File: config.mk
export PLATFORM = sky130hd
export DESIGN_NAME = uart_baud_ctrl
export DESIGN_NICKNAME = d
export VERILOG_FILES = /design/src/rtl/uart_baud_ctrl.sv
export SDC_FILE = /design/constraint.sdc
export NUM_CORES = 1
export LEC_CHECK = 0
export BUFFER_PORTS_ARGS = -buffer_cell sky130_fd_sc_hd__buf_2
export CAP_MARGIN = 10
export CORE_MARGIN = 1
export CORE_UTILIZATION = 49
export CTS_CLUSTER_SIZE = 14
export DETAILED_ROUTE_END_ITERATION = 10
export PLACE_DENSITY = 0.76
export REMOVE_ABC_BUFFERS = 1
export SYNTH_ARGS = -nofsm -noshare
export SYNTH_HDL_FRONTEND = slang
export SYNTH_SLANG_ARGS = --single-unit
File: constraint.sdc
create_clock -name clk -period 2.2 [get_ports clk]
set_input_delay 0.22 -clock clk [delete_from_list [all_inputs] [get_ports clk]]
set_output_delay 0.22 -clock clk [all_outputs]
set_load 0.03 [all_outputs]
File: src/rtl/uart_baud_ctrl.sv
// uart_baud_ctrl: owns the UART baud-rate divisor. Accepts divisor updates,
// parks the UART (uart_hold) until TX/RX are idle, then loads the new divisor
// and pulses brg_reset so the baud-rate generator restarts cleanly.
// Optional autobaud (define UART_AUTOBAUD_EN): measures the start bit of a
// received 0x55 and derives the divisor from it (16x oversampling).
`timescale 1ns/1ps

module uart_baud_ctrl #(
  parameter int DVSR_W       = 11,
  parameter int DEFAULT_DVSR = 325,
  parameter int MIN_DVSR     = 2
) (
  input  logic              clk,
  input  logic              reset_n,
`ifdef UART_AUTOBAUD_EN
  input  logic              ab_start,
  input  logic              rx,
`endif
  input  logic              cfg_valid,
  input  logic [DVSR_W-1:0] cfg_dvsr,
  output logic              cfg_ready,
  output logic              cfg_done,
  output logic              cfg_err,
  input  logic              uart_busy,
  output logic              uart_hold,
  output logic [DVSR_W-1:0] dvsr,
  output logic              brg_reset
);

  localparam logic [DVSR_W-1:0] DEFAULT_V = DVSR_W'(DEFAULT_DVSR);
  localparam logic [DVSR_W-1:0] MIN_V     = DVSR_W'(MIN_DVSR);

  typedef enum logic [2:0] {
    IDLE,
    DRAIN,
    APPLY,
    DONE
`ifdef UART_AUTOBAUD_EN
    ,
    AB_WAIT,
    AB_MEAS
`endif
  } state_t;

  state_t            state_q, state_d;
  logic [DVSR_W-1:0] pend_q;
  logic [DVSR_W-1:0] dvsr_q;
  logic [DVSR_W-1:0] apply_val;
  logic              err_q, err_d;
  logic              accept;

`ifdef UART_AUTOBAUD_EN
  localparam int                CNT_W    = DVSR_W + 4;
  localparam logic [DVSR_W-1:0] MIN_MEAS = DVSR_W'(MIN_DVSR + 1);

  logic             rx_s1_q, rx_s2_q, rx_prev_q;
  logic             rx_fall, rx_rise;
  logic [CNT_W-1:0] cnt_q;
  logic [DVSR_W-1:0] meas_div;

  // Two-flop synchronizer for the asynchronous rx line, plus a delayed copy
  // for edge detection. Reset to the idle (high) line level.
  always_ff @(posedge clk or negedge reset_n) begin
    if (!reset_n) begin
      rx_s1_q   <= 1'b1;
      rx_s2_q   <= 1'b1;
      rx_prev_q <= 1'b1;
    end else begin
      rx_s1_q   <= rx;
      rx_s2_q   <= rx_s1_q;
      rx_prev_q <= rx_s2_q;
    end
  end

  assign rx_fall  = rx_prev_q & ~rx_s2_q;
  assign rx_rise  = ~rx_prev_q & rx_s2_q;
  // Clocks per bit divided by 16; the divisor is this minus one.
  assign meas_div = cnt_q[CNT_W-1:4];

  // Start-bit length counter: starts at 1 on the falling edge, counts every
  // clock rx stays low, saturates at all-ones.
  always_ff @(posedge clk or negedge reset_n) begin
    if (!reset_n) begin
      cnt_q <= '0;
    end else if (state_q == AB_WAIT && rx_fall) begin
      cnt_q <= CNT_W'(1);
    end else if (state_q == AB_MEAS && !rx_s2_q && cnt_q != '1) begin
      cnt_q <= cnt_q + CNT_W'(1);
    end
  end
`endif

  // State, divisor, pending value and error pulse registers.
  always_ff @(posedge clk or negedge reset_n) begin
    if (!reset_n) begin
      state_q <= IDLE;
      pend_q  <= DEFAULT_V;
      dvsr_q  <= DEFAULT_V;
      err_q   <= 1'b0;
    end else begin
      // NOTE: sequential state uses non-blocking assignments so every flop
      // samples the pre-edge values, independent of statement order.
      state_q <= state_d;
      err_q   <= err_d;
      if (accept) pend_q <= cfg_dvsr;
      // The divisor is loaded only on entry to APPLY, so it is never seen to
      // change in any other state.
      if (state_d == APPLY) dvsr_q <= apply_val;
    end
  end

  // Next-state logic, request acceptance and error detection.
  always_comb begin
    // NOTE: every variable gets a default before the case so no path leaves
    // it unassigned, which would otherwise infer a latch.
    state_d   = state_q;
    err_d     = 1'b0;
    accept    = 1'b0;
    apply_val = pend_q;
    unique case (state_q)
      IDLE: begin
        // A config request takes priority over an autobaud start.
        if (cfg_valid) begin
          if (cfg_dvsr >= MIN_V) begin
            accept  = 1'b1;
            state_d = DRAIN;
          end else begin
            err_d = 1'b1;
          end
        end
`ifdef UART_AUTOBAUD_EN
        else if (ab_start) begin
          state_d = AB_WAIT;
        end
`endif
      end
      DRAIN: if (!uart_busy) state_d = APPLY;
      APPLY: state_d = DONE;
      DONE:  state_d = IDLE;
`ifdef UART_AUTOBAUD_EN
      AB_WAIT: if (rx_fall) state_d = AB_MEAS;
      AB_MEAS: begin
        if (rx_rise) begin
          if (cnt_q == '1 || meas_div < MIN_MEAS) begin
            err_d   = 1'b1;
            state_d = IDLE;
          end else begin
            // The UART was already parked while waiting, so skip DRAIN.
            apply_val = meas_div - DVSR_W'(1);
            state_d   = APPLY;
          end
        end
      end
`endif
      default: state_d = IDLE;
    endcase
  end

  // Moore output decode: everything comes from registered state.
  always_comb begin
    cfg_ready = (state_q == IDLE);
    uart_hold = (state_q != IDLE);
    brg_reset = (state_q == APPLY);
    cfg_done  = (state_q == DONE);
    cfg_err   = err_q;
    dvsr      = dvsr_q;
  end

endmodule

==> Word-level counts from Yosys, hierarchy flattened <==
Index checks and enable logic that the tools add are counted.
Widths: inputs -> output; s select.
{ "totals": {"register_bits": 26, "input_bits": 15, "output_inout_bits": 16, "elab_cells": 21} }
{ "classes": {"n_lt_le_gt_ge": 1, "n_eq_ne": 4, "muxes": 10, "reduce_logical": 2} }
{ "op_table": {"columns": ["operator", "count"], "rows": [
  ["$ge 11x2->1 const B", 1],
  ["$eq 3x2->1 const B", 3],
  ["$mux 3", 3],
  ["$pmux 3 s3", 1],
  ["$mux 1", 6],
  ["$eq 3x1->1 const B", 1],
  ["$logic_not 3->1", 1],
  ["$reduce_bool 3->1", 1]
]} }

==> Depth between registers and ports, before layout <==
{ "depth": {"depth_word": 5, "mapped_depth": 4, "depth_no_buf": 3} }

==> Least setup slack after synthesis <==
Ideal clock, no wire load.
{ "synth_timing": {"kind": "input port to flip-flop", "from": "input port cfg_dvsr[4]", "to": "register pend_q[3] (netlist: apply_val[3])", "setup_time_ns": 0.125, "arrival_time_ns": 1.562, "setup_slack_ns": 0.513, "path_stages": 3, "path_buffers": 0, "path_cell_list": "or4_4 o31ai_4 mux2_2"} }
{ "synth_between": {"elab_chain_len": 4} }
{ "synth_rtl": {"columns": ["item", "line_no", "source"], "rows": [
  ["from (decl)", "20", "input logic [DVSR_W-1:0] cfg_dvsr,"],
  ["$ge 11x2->1", "124", "if (cfg_dvsr >= MIN_V) begin"],
  ["$mux 1", "124", null],
  ["$mux 1", "123", "if (cfg_valid) begin"],
  ["$mux 1", "120", "unique case (state_q)"],
  ["to (signal assigned)", "105", "if (accept) pend_q <= cfg_dvsr;"],
  ["to (decl)", "46", "logic [DVSR_W-1:0] pend_q;"]
]} }
Every way passes these cells.
A chain may end at the register's enable or synchronous reset.

==> Final worst setup path <==
{ "layout_timing": {"from": "register state_q[1]", "to": "output port cfg_ready"} }
{ "layout_between": {"elab_chain_len": 1} }
{ "layout_rtl": {"columns": ["item", "line_no", "source"], "rows": [
  ["from (decl)", "45", "state_t state_q, state_d;"],
  ["from (signal assigned)", "103", "state_q <= state_d;"],
  ["$logic_not 3->1", "161", "cfg_ready = (state_q == IDLE);"],
  ["to (decl)", "21", "output logic cfg_ready,"]
]} }
Every way passes these cells.

==> results.tsv <==
stage	metric	value	unit
critical_path	crit_type	reg -> out	
floorplan	die_h	48.4	µm
clock_network	cts-resized-gates	0	
critical_path	cp-start-kind	flop	
placed_design	gp_congestion	0.666	
routing	vias	681	
power	seqPwrFrac	49.5	%
layout	num_antenna_cells	0	
routing	routed_wl	1.80	mm
placed_design	place_inst	127	
sta	fmax	0.601	GHz
layout	final_cell_mix	buf_2 (30), dfrtp_1 (18), mux2_2 (16)	
routing	drtPass1Iterations	4	
critical_path	cp-end-kind	output pin	
yosys	synth.distinct_cells	20	
global_routing	grt_overflow	0	
layout	final_cell_count_no_fill	132	
sta	rsz0062_at_grt	no	
global_routing	antenna_found_initial	0	
power	ir_worst_vdd	0.768	mV
floorplan	ioPinCount	31	
global_routing	grt_pass1_wl	3.06	mm
clock_network	post-cts-setup-buffers	0	
sta	maxSlewViolCount	0	
clock_network	cts_tree	built	
power	power.density	1150	nW/µm²
sta	setup_viol	0	
power	p_leak	0.620	nW
layout	nets	121	
critical_path	slowest_stage	dfrtp_1	
critical_path	critPathMaxStageDelay	0.48	ns
routing	ant_nets	0	
sta	period_needed	1.66	ns
power	p_sw_share	35.1	%
clock_network	hold_buffers	1	
layout	area_growth_syn_to_layout	24.2	%
global_routing	grtUsageTotal	17.3	%
floorplan	start_util	53.2	%
layout	final_common_cell	buf_2	
power	p_sw	0.530	mW
yosys	synth_warnings	0	
clock_network	cts_sinks	26	
status	status	finished clean	
routing	drt_iter0_markers	10	
floorplan	coreArea	1980	µm²
yosys	syn_area	1050	µm²
floorplan	die_w	48.4	µm
sta	clock_skew	0.00601	ns
placed_design	portBuffers	30	
power	p_int	0.980	mW
floorplan	dieArea	2340	µm²
yosys	synth.avg_cell_area	15.3	µm²
clock_network	clock_path_buffers	2	
critical_path	critPathTopFamily	flip-flops	
layout	nFillCells	158	
clock_network	clock_latency	0.31	ns
clock_network	clk_pin_slew	0.13	ns
sta	hold_viol_final	0	
routing	drc_errors	0	
global_routing	grt_pass1_vias	652	
routing	avgViaCountPerCell	5.16	
critical_path	cp.required	1.98	ns
yosys	synth_cells	69	
placed_design	dp_hpwl	1.32	mm
yosys	ys_ff_latch	26	
floorplan	rows	16	
power	clockPowerShare	15.3	%
critical_path	cp_max_fo	6	
critical_path	rrSetupSlack	0.62	ns
critical_path	path_cells	or3_1, inv_1, buf_2	
sta	fin_crit_sh	75.6	%
layout	ff_latch_area	661	µm²
run	cap_violations	0	
layout	multi_input_area	392	µm²
critical_path	worst-path-buf-inv	2	
yosys	synth_seq_area_share	62.7	%
power	p_comb_share	35.2	%
routing	wire_per_inst	13.7	µm
clock_network	cts_max_level	1	
sta	tns	0	ns
layout	layout-drive-gt1-share	65.7	%
global_routing	grt_max_degree	27	
clock_network	cts_root_buffer	clkbuf_4	
hold_path	hp-class	in -> reg	
critical_path	cp.arrival	1.44	ns
sta	worst_pin_slew	0.548	ns
sta	relSlewSlack	63.5	%
clock_network	cts_buffers	3	
[cell usage after synthesis]
| master | count | area share [%] |
|---|---|---|
| or3_1 | 1 | 0.59 |
| dfrtp_1 | 18 | 43 |
| dfstp_2 | 8 | 20 |
| mux2_2 | 16 | 17 |
| nand2b_1 | 1 | 0.59 |
| nor4_1 | 1 | 0.59 |
| or2_2 | 2 | 1.2 |
| buf_2 | 2 | 0.95 |
| a22o_2 | 1 | 0.95 |
| nor4b_1 | 2 | 1.7 |
| o31ai_4 | 1 | 2.0 |
| inv_1 | 1 | 0.36 |
| o21ai_0 | 1 | 0.47 |
| conb_1 | 1 | 0.36 |
| nor3b_1 | 1 | 0.71 |
| or4_4 | 2 | 2.1 |
| a22o_1 | 6 | 5.0 |
| nand2_1 | 1 | 0.36 |
| and3b_1 | 1 | 0.83 |
| o31ai_1 | 2 | 1.4 |
[final cells by class]
class                           instances  share of cell area [%]
Clock buffer                            4                    2.77
Sequential cell                        26                    50.5
Tap cell                               27                    2.58
Inverter                                1                   0.287
Timing Repair Buffer                   34                    14.0
Multi-Input combinational cell         40                    29.9
[path summary, 6_finish.rpt]
path,cells after the start,startpoint,to
max reg2reg,4,state_q[1]$_DFF_PN0_,apply_val[4]$_DFFE_PN0P_
min,2,cfg_dvsr[1],cfg_err$_DFF_PN0_
max,3,state_q[1]$_DFF_PN0_,cfg_ready
max in group asynchronous,2,reset_n,apply_val[8]$_DFFE_PN1P_
min reg2reg,1,apply_val[4]$_DFFE_PN0P_,apply_val[4]$_DFFE_PN0P_
min in group asynchronous,2,reset_n,dvsr[1]$_DFFE_PN0N_
[logic make-up (layout without fill, tap and decap cells)]
family	Yosys count	in the layout	share of synthesized area, %
AO/OA/AOI/OAI	11	11	9.86
other	1	1	0.356
flip-flops	26	26	62.7
buffers and inverters	3	39	1.31
multiplexers	16	16	17.1
AND/OR/NAND/NOR	12	12	8.67
[power by group through the flow]
stage | Sequential, mW | Combinational, mW | Clock [mW]
6_report | 0.747 | 0.532 | 0.231
5_1_grt | 0.772 | 0.565 | 0.263
4_1_cts | 0.749 | 0.539 | 0.242
3_5_place_dp | 0.758 | 0.537 | 0
3_3_place_gp | 0.749 | 0.526 | 0
2_1_floorplan | 0.942 | 0.180 | 0
[flip-flops by register name, summed over array words and instances (netlist names)]
register	flops
cfg_err	1
state_q	3
dvsr	11
apply_val	11
[per-layer routing]
metal	vias up	part of all wire, %	track usage, %	routed length (µm)
li1	325	-	-	-
met1	329	46	22.5	829
met2	23	48	29.3	865
met3	4	4.0	2.20	72
met4	0	1.9	7.35	34
met5	-	0	0	0
[per-stage QoR]
step | cell area (µm²) | power, mW | utilization, % | worst slack [ns] | hold slack [ns]
after floorplan | 1040 | 1.12 | - | -0.166 | -0.0756
after detailed placement | 1260 | 1.29 | 63.7 | 0.413 | 0.235
after global placement | 1260 | 1.28 | 63.7 | 0.442 | 0.235
after global routing | 1310 | 1.60 | 66.0 | 0.471 | 0.0779
final | 1310 | 1.51 | 66.0 | 0.537 | 0.0975
after CTS | 1310 | 1.53 | 66.0 | 0.531 | 0.0826
Power figures use the tool's default switching activity.
